File: config.mk
export PLATFORM = sky130hd
export DESIGN_NAME = param_stack
export DESIGN_NICKNAME = d
export VERILOG_FILES = /design/src/rtl/stack_pkg.sv /design/src/rtl/stack_ram.sv /design/src/rtl/param_stack.sv
export SDC_FILE = /design/constraint.sdc
export NUM_CORES = 1
export LEC_CHECK = 0
export ABC_AREA = 1
export BUFFER_PORTS_ARGS = -buffer_cell sky130_fd_sc_hd__buf_4
export CORE_MARGIN = 2
export CORE_UTILIZATION = 63
export CTS_BUF_LIST = sky130_fd_sc_hd__clkbuf_16
export CTS_CLUSTER_SIZE = 25
export DETAILED_ROUTE_END_ITERATION = 8
export PLACE_DENSITY = 0.82
export SYNTH_ARGS = -nofsm -noshare
export SYNTH_HDL_FRONTEND = slang
export SYNTH_SLANG_ARGS = --single-unit
File: constraint.sdc
create_clock -name clk -period 6.2 [get_ports clk]
set_clock_uncertainty 0.2 [all_clocks]
set_input_delay 0.31 -clock clk [delete_from_list [all_inputs] [get_ports clk]]
set_output_delay 0.31 -clock clk [all_outputs]
set_load 0.03 [all_outputs]
File: src/rtl/stack_pkg.sv
// Shared definitions for the parameterised LIFO stack.
package stack_pkg;

   // One decoded operation per cycle; errors are tracked separately.
   typedef enum logic [1:0] {
      OP_NOP     = 2'd0,
      OP_PUSH    = 2'd1,
      OP_POP     = 2'd2,
      OP_REPLACE = 2'd3
   } stack_op_e;

   // Occupancy counter width: must represent 0..depth inclusive.
   function automatic int unsigned stack_cw(input int unsigned depth);
      return $clog2(depth + 1);
   endfunction

   // Storage address width: must represent 0..depth-1.
   function automatic int unsigned stack_aw(input int unsigned depth);
      return (depth > 1) ? $clog2(depth) : 1;
   endfunction

endpackage

File: src/rtl/stack_ram.sv
// Stack storage: one synchronous write port, one asynchronous read port, no reset.
module stack_ram
   import stack_pkg::*;
#(
   parameter int unsigned WIDTH = 8,
   parameter int unsigned DEPTH = 8,
   localparam int unsigned AW   = stack_aw(DEPTH)
) (
   input  logic             clk,
   input  logic             we,
   input  logic [AW-1:0]    waddr,
   input  logic [WIDTH-1:0] wdata,
   input  logic [AW-1:0]    raddr,
   output logic [WIDTH-1:0] rdata
);

   logic [WIDTH-1:0] mem [DEPTH];

   // Synchronous write; contents are intentionally left unreset.
   always_ff @(posedge clk) begin
      if (we) begin
         mem[waddr] <= wdata;
      end
   end

   // Asynchronous read, guarded for non-power-of-two depths.
   always_comb begin
      rdata = '0;
      if (32'(raddr) < DEPTH) begin
         rdata = mem[raddr];
      end
   end

endmodule

File: src/rtl/param_stack.sv
// Parameterised LIFO stack with peek, status flags and sticky error flags.
module param_stack
   import stack_pkg::*;
#(
   parameter int unsigned WIDTH     = 8,
   parameter int unsigned DEPTH     = 8,
   parameter int unsigned AFULL_LVL = DEPTH - 2,
   localparam int unsigned CW       = stack_cw(DEPTH)
) (
   input  logic             clk,
   input  logic             rst,
   input  logic             push,
   input  logic             pop,
   input  logic             clr_err,
   input  logic [WIDTH-1:0] data_in,
   output logic [WIDTH-1:0] data_out,
   output logic             data_valid,
   output logic [WIDTH-1:0] top,
   output logic [CW-1:0]    count,
   output logic             full,
   output logic             empty,
   output logic             almost_full,
   output logic             overflow,
   output logic             underflow
);

   localparam int unsigned AW = stack_aw(DEPTH);

   stack_op_e        op;
   logic             ovf_err;
   logic             udf_err;
   logic [CW-1:0]    count_d;
   logic [WIDTH-1:0] data_out_d;
   logic             data_valid_d;
   logic             we;
   logic [AW-1:0]    waddr;
   logic [AW-1:0]    top_idx;
   logic [WIDTH-1:0] rdata;

   // Status flags derived directly from occupancy.
   always_comb begin
      full        = (32'(count) == DEPTH);
      empty       = (count == '0);
      almost_full = (32'(count) >= AFULL_LVL);
      top_idx     = AW'(count - CW'(1));
      top         = empty ? '0 : rdata;
   end

   // Decode requests into a single operation plus error events.
   always_comb begin
      op      = OP_NOP;
      ovf_err = 1'b0;
      udf_err = 1'b0;
      if (push && pop) begin
         if (empty) begin
            op      = OP_PUSH;
            udf_err = 1'b1;
         end else begin
            op = OP_REPLACE;
         end
      end else if (push) begin
         if (full) ovf_err = 1'b1;
         else      op      = OP_PUSH;
      end else if (pop) begin
         if (empty) udf_err = 1'b1;
         else       op      = OP_POP;
      end
   end

   // Next-state and write-port control, all driven from one case on op.
   always_comb begin
      count_d      = count;
      data_out_d   = data_out;
      data_valid_d = 1'b0;
      we           = 1'b0;
      waddr        = AW'(count);
      case (op)
         OP_PUSH: begin
            we      = 1'b1;
            waddr   = AW'(count);
            count_d = count + CW'(1);
         end
         OP_POP: begin
            data_out_d   = rdata;
            data_valid_d = 1'b1;
            count_d      = count - CW'(1);
         end
         OP_REPLACE: begin
            data_out_d   = rdata;
            data_valid_d = 1'b1;
            we           = 1'b1;
            waddr        = top_idx;
         end
         default: ;
      endcase
   end

   // State registers; errors are sticky and win over a coincident clear.
   always_ff @(posedge clk or posedge rst) begin
      if (rst) begin
         count      <= '0;
         data_out   <= '0;
         data_valid <= 1'b0;
         overflow   <= 1'b0;
         underflow  <= 1'b0;
      end else begin
         count      <= count_d;
         data_out   <= data_out_d;
         data_valid <= data_valid_d;
         overflow   <= ovf_err | (overflow  & ~clr_err);
         underflow  <= udf_err | (underflow & ~clr_err);
      end
   end

   stack_ram #(
      .WIDTH (WIDTH),
      .DEPTH (DEPTH)
   ) u_ram (
      .clk   (clk),
      .we    (we),
      .waddr (waddr),
      .wdata (data_in),
      .raddr (top_idx),
      .rdata (rdata)
   );

endmodule

* Yosys cells after proc, flatten, opt, wreduce, memory -nomap -nowiden
Memory sizes are Yosys's and may differ from the RTL's. Cells that the tools add are included.
Cells by class: $add $sub $neg 2, magnitude comparators 1, equality and inequality tests 4, muxes and demuxes 20, bitwise logic cells 5, reductions and logical operators 5
Operator list (number):
- 2-to-1 mux 1 bit | 12
- 2-to-1 mux 2 bit | 5
- 2-to-1 mux 8 bit | 1
- case mux 4 bit (2 select lines) | 1
- adder 4 x 1 -> 4 bit, second input constant | 1
- == test 2 bit, second input constant | 2
- == test 4 bit, second input constant | 1
- greater-or-equal comparator 4 x 3 -> 1 bit, second input constant | 1
- zero test 4 bit | 1
- OR reduction 2 bit | 2
- subtractor 4 x 1 -> 4 bit, second input constant | 1
- 2-to-1 mux 3 bit | 1
- AND 1 bit | 2
- == test 2 x 1 -> 1 bit, second input constant | 1
- OR 1 bit | 2
- nonzero test 2 bit | 1
- logical AND 1 bit | 1
- NOT 1 bit | 1
Storage, ports and cells: register bits after elaboration 15, memory bits (writable) 64, input bits 13, word-level logic and storage cells 43, memories kept 1
Memories:
- u_ram.mem | depth 8, bits a word 8, rd ports 1, clocked after Yosys merged registers in 0, wr ports 1, RTL line stack_ram.sv:17 | logic [WIDTH-1:0] mem [DEPTH];

* Logic depth before layout (Yosys ltp)
Gate-level depths: netlist of run 1.
depth in word-level cells 10, gate-level depth with buffers 15, mapped depth without buffers 13

* Hierarchy
Synthesis of run 1 repeated with hierarchy kept, for this count alone.
Second synthesis, totals: cell total of the unflattened synthesis 406, area total of the unflattened synthesis 3798.6 um^2
Modules (own cells, without submodules):
- stack_ram | instances 1, cells each 295, area an instance 2890.3 um^2, sequential area each 1921.8 um^2
- param_stack | instances 1, cells each 111, area an instance 908.4 um^2, sequential area each 375.4 um^2

* Least setup slack after synthesis of run 1
OpenSTA, ideal clock, no wires.
path type register -> register, start register count[0], end memory u_ram.mem[4][0] (enable), setup time 0.370 ns, arrival time 2.740 ns, required time 5.630 ns, path slack 2.890 ns, stages on the path, launching flop included 15, buffers on the path 2, period minus slack after synthesis 3.310 ns, cells stage by stage dfrtp_1 buf_4 inv_2 buf_4 ha_1 nand2_2 nor2_2 a21oi_4 ha_1 inv_1 nand2_1 a21boi_2 inv_1 nand2_1 nor2_1
On the way: elaborated cells between the ends (all ways) 16
RTL lines:
- from (decl) | RTL line param_stack.sv:19 | output logic [CW-1:0] count,
- from (signal assigned) | RTL line param_stack.sv:107 | count <= count_d;
- == test 4 bit (*) | RTL line param_stack.sv:42 | full = (32'(count) == DEPTH);
- via full | RTL line param_stack.sv:20 | output logic full,
- 2-to-1 mux 1 bit (*) | RTL line param_stack.sv:62 | if (full) ovf_err = 1'b1;
- 2-to-1 mux 2 bit (*) | RTL line param_stack.sv:61 | end else if (push) begin
- 2-to-1 mux 2 bit (*) | RTL line param_stack.sv:54 | if (push && pop) begin
- == test 2 bit or == test 2 x 1 -> 1 bit (tied branches) | RTL line param_stack.sv:77 | case (op)
- OR reduction 2 bit (no source line)
- 2-to-1 mux 1 bit | RTL line param_stack.sv:77
- 2-to-1 mux 1 bit | RTL line stack_ram.sv:21 | if (we) begin
- 2-to-1 mux 1 bit (implied by the code) | RTL line stack_ram.sv:22 | mem[waddr] <= wdata;
- to (decl) | RTL line stack_ram.sv:17
Mark *: on every way through the listed nets, which the timed path passes. The rest lies on a longest branch.

* Final worst setup path of run 1
start register count[0], end memory u_ram.mem[3][6] (enable)
On the way: longest elaborated chain between the ends 10, elaborated cells between the ends (all ways) 16
Ends and longest elaborated chain:
- zero test 4 bit | RTL line param_stack.sv:43 | empty = (count == '0);
- 2-to-1 mux 2 bit | RTL line param_stack.sv:65 | if (empty) udf_err = 1'b1;
- 2-to-1 mux 2 bit | RTL line param_stack.sv:64 | end else if (pop) begin
- 2-to-1 mux 2 bit | RTL line param_stack.sv:61
- 2-to-1 mux 2 bit | RTL line param_stack.sv:54
- == test 2 bit or == test 2 x 1 -> 1 bit (tied branches) | RTL line param_stack.sv:77
- OR reduction 2 bit (no source line)
- 2-to-1 mux 1 bit | RTL line param_stack.sv:77
- 2-to-1 mux 1 bit | RTL line stack_ram.sv:21
- 2-to-1 mux 1 bit (implied by the code) | RTL line stack_ram.sv:22
Parallel ways exist; a longest one is shown, timed or not.

==> impl_metrics.ini, run 1 <==
[drt]
drtAntennaViolNets = 0
firstDrtPassIters = 5
drt-vias-per-instance = 5.34
wl_per_cell_um = 15.9
drc = 0
vias = 2655
wl_um = 7910
dr.first_iter.drc_count = 227

[cells_and_area]
fin_nets = 438
insertedDiodeCount = 0
flow.area_growth_from_synthesis_pct = 16.4
nFillCells = 389
drive_gt1_share_pct = 16.9
final_cell_mix = nand2_1 (104), inv_1 (71), edfxtp_1 (64), nand3_1 (42), buf_4 (39)
final_area_mm2 = 0.00429
final_common_cell = nand2_1

[run_status]
status = complete, no violations

[cts]
tritoncts = yes
clkLatencyLatePin_ps = 330
cts_buffers = 9
cts.sinks = 79
cts-root-buf = clkbuf_16
cts-resized-gates = 0
clk_path_buf_depth = 2
cts_setup_buffers = 0
ctsHtreeMaxLevel = 3
clk_pin_slew_ps = 60

[floorplanning]
core_area_mm2 = 0.00557
placementRows = 27
die_x_um = 80.5
ios = 39
start_util_pct = 66.1
die_area_mm2 = 0.00647
die_h_um = 80.5

[critical_path]
ff2ff_setup_slack_ps = 2170
worstPathArrival_ps = 3790
worstPathRequired_ps = 5970
reg2regPathDepth = 12
critPathCaptureType = register
worstSetupPathType = reg2reg
path_max_fanout = 46
startpoint_type = register

[sta]
grt_setup_unrepaired = false
period_needed_ps = 4030
hold_viol_final = 0
period_share_pct = 64.9
setup-tns-final_ps = 0
setup_viol = 0
tightest_slew_ps = 948
slew_viol_final = 0
fin_ws_ps = 2170
fmax_ghz = 0.248
worst_slew_margin_rel_pct = 36.8

[flow_run]
cap_violations = 0

[grt]
antenna_found_initial = 0
overflow = 0
grt_pass1_wl_um = 12500
grt_max_degree = 47
first_global_vias = 2534
track_usage_pct = 27.2

[yosys]
netlist_top_cells_area = edfxtp_1 (52%), nand2_1 (11%), dfrtp_1 (10%)
yosys.area.top_type = edfxtp_1
syn_inst = 381
ys_ff_latch = 79
synth.top_cell.area_share_pct = 52.2
seq_area_frac_synth_pct = 62.4
yosysWarnings = 0
syn_area_per_cell_um2 = 9.67
syn_area_mm2 = 0.00368
synth.distinct_cells = 25
syn_nets = 399

[place]
dp_slack_ps = 2180
numPortBuffers = 38
placed_cell_area_mm2 = 0.00399
gp_congestion = 0.943
hpwl_um = 5400

[hold_path]
hold_class = in2reg
worstHoldPathCells = 3
stage by stage:
step           instances  hold WS (ps)  util [%]
2_1_floorplan        381          11.5         -
3_3_place_gp         479           200      71.6
3_5_place_dp         479           207      71.6
4_1_cts              497          16.1      76.9
5_1_grt              497          36.0      76.9
6_report             497          20.6      76.9
flip-flops by register name, summed over array words and instances, names as in the netlist:
| register | count |
|---|---|
| count | 4 |
| data_out | 8 |
| data_valid | 1 |
| overflow | 1 |
| u_ram.mem | 64 |
| underflow | 1 |
cell type report:
class                      instances  area (µm²)  share of cell area, %
inverter                          75         294                   6.86
timing repair buffer              41         313                   7.29
sequential                        79        2300                   53.6
clock buffer                       9         225                   5.25
tap                               72        90.1                   2.10
multi-input combinational        214        1010                   23.7
clock inverter                     7        55.1                   1.28
critical path, stage by stage, from the launching register on:
cell and delay [ps]:
dfrtp_1 360, buf_4 270, inv_2 390, ha_1 270
nand2_2 90, nor2_1 560, nor2_1 160, ha_1 330
nand2_1 100, o21ai_0 160, inv_1 120, nand2_1 80
nor2_1 560
path summary, 6_finish.rpt:
check,endpoint,from
max,u_ram.mem[3][6],count[0]
min,underflow,pop
max reg2reg,u_ram.mem[3][6],count[0]
min reg2reg,data_out[7],data_out[7]
max in group asynchronous,data_out[4],rst
min in group asynchronous,count[3],rst
cell usage after synthesis:
cell and count:
a21boi_2 1, a21oi_1 1, a21oi_4 1, buf_2 8, buf_4 3, buf_6 1
clkbuf_1 1, clkinv_8 1, dfrtp_1 15, edfxtp_1 64, ha_1 5, inv_1 71
inv_2 3, nand2_1 104, nand2_2 2, nand3_1 42, nand3_2 8, nand4_1 1
nor2_1 35, nor2_2 2, o21ai_0 5, o21ai_1 2, o22ai_1 1, xnor2_1 3
xor2_1 1
routing by layer:
metal / part of all wire [%] / GRT usage (%) / vias to the layer above
met5: 0 / 0 / -
met2: 47 / 42.8 / 126
met4: 2.0 / 12.7 / 0
met1: 41 / 35.8 / 1234
met3: 9.0 / 6.74 / 14
li1: - / - / 1281
timing repair:
item,4_1_cts,5_1_grt
hold endpoints to repair,17,0
endpoints found under the setup margin,0,0
hold buffers,2,0
cells by family (layout without fill, tap and decap cells):
family / count (synthesis) / count (layout) / share of synthesized area (%)
adders and majority gates: 5 / 5 / 1.70
xor gates and xnor gates: 4 / 4 / 0.951
buffers and inverters: 88 / 132 / 10.1
AOI/OAI and AO/OA: 11 / 11 / 2.00
and+or+nand+nor: 194 / 194 / 22.9
DFF: 79 / 79 / 62.4
Power of run 1 is left out: the tool's default activity adds up to more than one toggle a clock period on the data nets, which glitch-free logic cannot reach.
==> run 2: changes to the inputs <==
--- a/config.mk
+++ b/config.mk
@@ -5,14 +5,14 @@
 export SDC_FILE = /design/constraint.sdc
 export NUM_CORES = 1
 export LEC_CHECK = 0
-export ABC_AREA = 1
+export ABC_AREA = 0
 export BUFFER_PORTS_ARGS = -buffer_cell sky130_fd_sc_hd__buf_4
 export CORE_MARGIN = 2
-export CORE_UTILIZATION = 63
+export CORE_UTILIZATION = 58
 export CTS_BUF_LIST = sky130_fd_sc_hd__clkbuf_16
 export CTS_CLUSTER_SIZE = 25
 export DETAILED_ROUTE_END_ITERATION = 8
-export PLACE_DENSITY = 0.82
+export PLACE_DENSITY = 0.76
 export SYNTH_ARGS = -nofsm -noshare
 export SYNTH_HDL_FRONTEND = slang
 export SYNTH_SLANG_ARGS = --single-unit
==> constraint.sdc (replaced) <==
create_clock -name clk -period 3.8 [get_ports clk]
set_clock_uncertainty 0.2 [all_clocks]
set_input_delay 0.19 -clock clk [delete_from_list [all_inputs] [get_ports clk]]
set_output_delay 0.19 -clock clk [all_outputs]
set_load 0.03 [all_outputs]
==> impl_metrics.ini, run 2 <==
[run_status]
status = complete, no violations

[yosys]
synthArstFlopShare_pct = 19.0
synthAdderAreaFrac_pct = 1.83
seq_area_frac_synth_pct = 67.1
synth_edf_count = 64
synth.most_common_cell = edfxtp_1
synthTopCellsByCount = edfxtp_1 (64), nand3_1 (35), mux2i_1 (32), nor2_1 (21), dfrtp_1 (15)
synth_flop_cell = edfxtp_1
syn_nets = 275
synth_compound_gate_area_share_pct = 3.80
synth_top_family_by_area = simple AND/OR/NAND/NOR gates
syn_area_per_cell_um2 = 13.3
yosysWarnings = 0
synth.top_cell.area_share_pct = 56.1
synth_mux_area_share_pct = 9.68
yosys.area_share.simple_pct = 12.6
ys_ff_latch = 79
synth-xor-area-share_pct = 1.75
synth.distinct_cells = 35
syn_inst = 257
syn_area_mm2 = 0.00343
netlist_top_cells_area = edfxtp_1 (56%), dfrtp_1 (11%), mux2i_1 (9.3%)
yosys.area.top_type = edfxtp_1

[cells_and_area]
insertedDiodeCount = 0
largestRegisters = u_ram.mem x64, data_out x8, count x4
fin_nets = 334
final_cell_mix = edfxtp_1 (64), buf_4 (50), nand3_1 (35), mux2i_1 (32), nor2_1 (21)
regMostFlops = u_ram.mem
flow.area_growth_from_synthesis_pct = 25.2
drive_gt1_share_pct = 22.1
layoutNonFillerInstCount = 393
final_common_cell = edfxtp_1
largest_reg_flops = 64
nFillCells = 351
fin_util_pct = 76.5

[critical_path]
crit_chain = inv_1, ha_1, nand3b_1, o21ai_2, inv_1, ha_1, nor2_1, a31oi_1, nor2_1
reg2reg_to = u_ram.mem[4][1]
worstPathArrival_ps = 3290
startpoint_type = register
worstPathRequired_ps = 3550
reg2regPathDepth = 9
cp_top_family = simple AND/OR/NAND/NOR gates
max_stage_delay_ps = 690
worstReg2RegStart = count[1]
path_max_fanout = 13
critPathCaptureType = register
path_buf_inv = 2
ff2ff_setup_slack_ps = 260
crit_slowest_cell = nor2_1
worstSetupPathType = reg2reg

[drt]
drt-vias-per-instance = 5.79
wl_um = 7060
drtAntennaViolNets = 0
drc = 0
vias = 2275
firstDrtPassIters = 4
wl_per_cell_um = 18.0
dr.first_iter.drc_count = 228

[cts]
clk_path_buf_depth = 2
ctsHtreeMaxLevel = 3
tritoncts = yes
clkLatencyLatePin_ps = 330
cts-root-buf = clkbuf_16
clk_pin_slew_ps = 60
cts_buffers = 9
cts.sinks = 79
cts-resized-gates = 0
cts_setup_buffers = 0
cts_hold_buf = 13

[floorplanning]
start_util_pct = 61.1
die_h_um = 80.9
die_area_mm2 = 0.00654
placementRows = 27
die_x_um = 80.9
ios = 39
core_area_mm2 = 0.00561

[sta]
slew_viol_final = 0
hold_viol_final = 0
setup_viol = 0
grt_setup_unrepaired = false
setup-tns-final_ps = 0
period_share_pct = 93.3
fmax_ghz = 0.282
worst_slew_margin_rel_pct = 41.7
tightest_slew_ps = 871
fin_ws_ps = 256
period_needed_ps = 3540

[grt]
grt_max_degree = 43
overflow = 0
first_global_vias = 2230
grt_pass1_wl_um = 11100
antenna_found_initial = 0
track_usage_pct = 23.5

[place]
hpwl_um = 4520
numPortBuffers = 38
dp_cells = 364
gp_congestion = 0.822
dp_slack_ps = 304

[hold_path]
hold_class = in2async

[flow_run]
cap_violations = 0
==> run 2: cell count changes after synthesis, sizes merged, moves of 8 or more <==
cell   previous run  this run
nand2           106        12
nand4             1         9
nor2             37        21
inv              74         9
mux2i             0        32
nand3            50        35
==> run 2: per-stage QoR <==
stage / instance area, µm² / hold slack [ps]
floorplan: 3430 / -109
global placement: 3810 / 80.8
detailed placement: 3810 / 86.9
CTS: 4290 / 295
global route: 4290 / 319
finish: 4290 / 284
==> run 2: layer usage <==
metal | routed length [µm] | part of all wire (%) | track usage (%)
met1 | 2960 | 42 | 30.2
met2 | 3410 | 48 | 38.1
met3 | 556 | 7.9 | 5.11
met4 | 128 | 1.8 | 11.4
met5 | 0 | 0 | 0
==> run 2: worst max-delay path by stage <==
stage	endpoint	cells after the start	from	slack (ps)
detailed placement	u_ram.mem[4][5]	9	count[1]	300
finish	u_ram.mem[4][1]	9	count[1]	260
global route	u_ram.mem[7][5]	9	count[1]	10
floorplan	u_ram.mem[5][0]	11	count[0]	540
CTS	u_ram.mem[7][5]	9	count[1]	280
global placement	u_ram.mem[4][5]	9	count[1]	490
==> run 2: area by class of cell <==
cell class	instances	area, µm²	share of cell area (%)
Clock inverter	7	120	2.80
Inverter	9	33.8	0.788
Sequential cell	79	2300	53.6
Tap cell	72	90.1	2.10
Clock buffer	9	225	5.25
Multi-Input combinational cell	154	1010	23.7
Timing Repair Buffer	63	505	11.8
==> run 2: cell families (layout without fill, tap and decap cells) <==
kind of cell,Yosys count,in the layout
adders and majority gates,5,5
xor gates and xnor gates,6,6
muxes,33,33
and+or+nand+nor,88,88
buffers and inverters,24,88
DFF,79,79
AOI/OAI and AO/OA,22,22
==> run 2: worst reg2reg max path, delay by kind of cell (launching register included) <==
family | cells | cell delay (ps)
AND/OR/NAND/NOR | 3 | 1050
buffers and inverters | 2 | 260
AO/OA/AOI/OAI | 2 | 520
adder cells (fa/ha/maj) | 2 | 670
flip-flops | 1 | 470
Power of run 2 is left out for the same reason.
==> run 3: changes to the inputs <==
--- a/config.mk
+++ b/config.mk
@@ -7,12 +7,14 @@
 export LEC_CHECK = 0
 export ABC_AREA = 0
 export BUFFER_PORTS_ARGS = -buffer_cell sky130_fd_sc_hd__buf_4
+export CELL_PAD_IN_SITES_DETAIL_PLACEMENT = 1
+export CELL_PAD_IN_SITES_GLOBAL_PLACEMENT = 2
 export CORE_MARGIN = 2
-export CORE_UTILIZATION = 58
-export CTS_BUF_LIST = sky130_fd_sc_hd__clkbuf_16
+export CORE_UTILIZATION = 43
 export CTS_CLUSTER_SIZE = 25
 export DETAILED_ROUTE_END_ITERATION = 8
-export PLACE_DENSITY = 0.76
+export PLACE_DENSITY = 0.75
 export SYNTH_ARGS = -nofsm -noshare
 export SYNTH_HDL_FRONTEND = slang
+export SYNTH_HIERARCHICAL = 1
 export SYNTH_SLANG_ARGS = --single-unit
==> impl_metrics.ini, run 3 <==
[yosys]
ys_ff_latch = 79
synth_flop_cell = edfxtp_1
seq_area_frac_synth_pct = 68.2
synth_edf_count = 64
synth.most_common_cell = edfxtp_1
syn_nets = 199
synth-xor-area-share_pct = 1.82
synth.distinct_cells = 30
netlist_top_cells_area = edfxtp_1 (57%), mux4_1 (12%), dfrtp_1 (11%)
synth_mux_area_share_pct = 18.4
yosysWarnings = 6
synth.top_cell.area_share_pct = 57.1
synth_compound_gate_area_share_pct = 1.11
syn_area_per_cell_um2 = 18.7
yosys.area_share.simple_pct = 5.57
synthAdderAreaFrac_pct = 2.23
synthTopCellsByCount = edfxtp_1 (64), mux2_2 (17), dfrtp_1 (15), mux4_1 (15)
yosys.area.top_type = edfxtp_1
syn_inst = 180
synth_top_family_by_area = multiplexers
synthArstFlopShare_pct = 19.0
syn_area_mm2 = 0.00337

[cells_and_area]
largest_reg_flops = 64
regMostFlops = u_ram/mem
insertedDiodeCount = 0
flow.area_growth_from_synthesis_pct = 22.3
largestRegisters = u_ram/mem x64, data_out x8, count x4
fin_util_pct = 53.8
final_common_cell = edfxtp_1
drive_gt1_share_pct = 34.3
nFillCells = 738
fin_nets = 265
final_cell_mix = edfxtp_1 (64), buf_4 (49), mux2_2 (17), dfrtp_1 (15), mux4_1 (15)

[hold_path]
hold_class = in2async

[floorplanning]
die_x_um = 92.5
core_area_mm2 = 0.00765
placementRows = 32
ios = 39
start_util_pct = 44.0
die_h_um = 92.5
die_area_mm2 = 0.00855

[critical_path]
worstReg2RegStart = count[0]
worstPathArrival_ps = 3210
max_stage_delay_ps = 680
crit_chain = inv_1, ha_1, nor3b_2, buf_4, nor2b_1, ha_1, mux2i_1, nand2_1, nor2_1
critPathCaptureType = register
path_max_fanout = 11
worstSetupPathType = reg2reg
worstPathRequired_ps = 3570
reg2reg_to = u_ram/mem[3][4]
crit_slowest_cell = nor2_1
cp-startpoint = count[0]
startpoint_type = register
ff2ff_setup_slack_ps = 360
crit_top_cell = ha_1
reg2regPathDepth = 9
crit_path_end = u_ram/mem[3][4]

[drt]
drtAntennaViolNets = 0
vias = 1801
wl_per_cell_um = 19.4
dr.first_iter.drc_count = 99
firstDrtPassIters = 4
drt-vias-per-instance = 5.10
drc = 0
wl_um = 6850

[pwr]
power_frac_clock_pct = 15.2
peakVddDrop_uv = 297
power_mw = 3.74
switching_share_pct = 40.3
power.switching_mw = 1.51
powerDensity_mw_per_mm2 = 908
seqPwrFrac_pct = 33.4
power.leakage_nw = 1.59
cell_internal_pwr_mw = 2.23
combPwrFrac_pct = 51.4

[sta]
setup-tns-final_ps = 0
period_share_pct = 90.4
fmax_ghz = 0.291
tightest_slew_ps = 855
holdWs_ps = 264
slew_viol_final = 0
hold_viol_final = 0
setup_viol = 0
fin_ws_ps = 364
worst_slew_margin_rel_pct = 42.8
grt_setup_unrepaired = false
period_needed_ps = 3440

[grt]
grt_pass1_wl_um = 10800
antenna_found_initial = 0
overflow = 0
first_global_vias = 1975
grt_max_degree = 18
track_usage_pct = 17.4

[cts]
cts-root-buf = clkbuf_8
tritoncts = yes
cts.sinks = 79
cts_buffers = 9
ctsHtreeMaxLevel = 3
clk_path_buf_depth = 2
clkLatencyLatePin_ps = 340
cts_setup_buffers = 0
clk_pin_slew_ps = 90

[place]
gp_congestion = 0.741
dp_slack_ps = 397
numPortBuffers = 38
hpwl_um = 4540

[flow_run]
cap_violations = 0

[run_status]
status = complete, no violations
run 3: how the worst min path moves through the flow:
| stage | end | depth (start not counted) |
|---|---|---|
| 6_report | data_valid | 3 |
| 3_3_place_gp | data_out[7] | 2 |
| 3_5_place_dp | data_out[7] | 2 |
| 5_1_grt | data_valid | 3 |
| 4_1_cts | data_valid | 3 |
| 2_1_floorplan | count[0] | 1 |
run 3: per-stage QoR:
stage	cell area, µm²	instances
finish	4120	353
global route	4120	353
CTS	4120	353
detailed placement	3810	324
global placement	3810	324
floorplan	3370	180
run 3: critical path, delay by kind of cell, from the launching register on:
family                     cells  cell delay (ps)
adders and majority gates      2              500
buffers and inverters          2              280
and+or+nand+nor                4             1190
muxes                          1              370
DFF                            1              520
run 3: area by class of cell:
type	count	area (µm²)	area share (%)
Multi-Input combinational cell	85	980	23.8
Clock buffer	9	124	3.01
Sequential cell	79	2300	55.8
Timing Repair Buffer	62	498	12.1
Inverter	9	33.8	0.821
Tap cell	102	128	3.10
Clock inverter	7	56.3	1.37
run 3: routing by layer:
layer	wire length, µm	up-vias	track usage, %
met5	0	-	0
met4	77	0	6.34
met3	218	8	3.42
met2	3350	39	29.3
met1	3200	928	22.4
li1	-	826	-
run 3: cell families after synthesis:
group,count (synthesis)
flip-flops,79
multiplexers,34
AND/OR/NAND/NOR,32
buffers and inverters,16
XOR/XNOR,7
AO/OA/AOI/OAI,6
adder cells (fa/ha/maj),6
run 3: what timing repair did:
action,4_1_cts,5_1_grt
hold endpoints to repair,81,0
resized for setup,0,0
hold buffers,13,0
run 3: power groups by stage:
stage	Clock [mW]	Sequential [mW]	Combinational (mW)
floorplan	0	1.37	1.18
global placement	0	1.25	1.89
detailed placement	0	1.27	1.92
CTS	0.584	1.25	1.94
global route	0.617	1.27	2.05
finish	0.568	1.25	1.92
No activity file was read; power rests on OpenSTA's default activity.
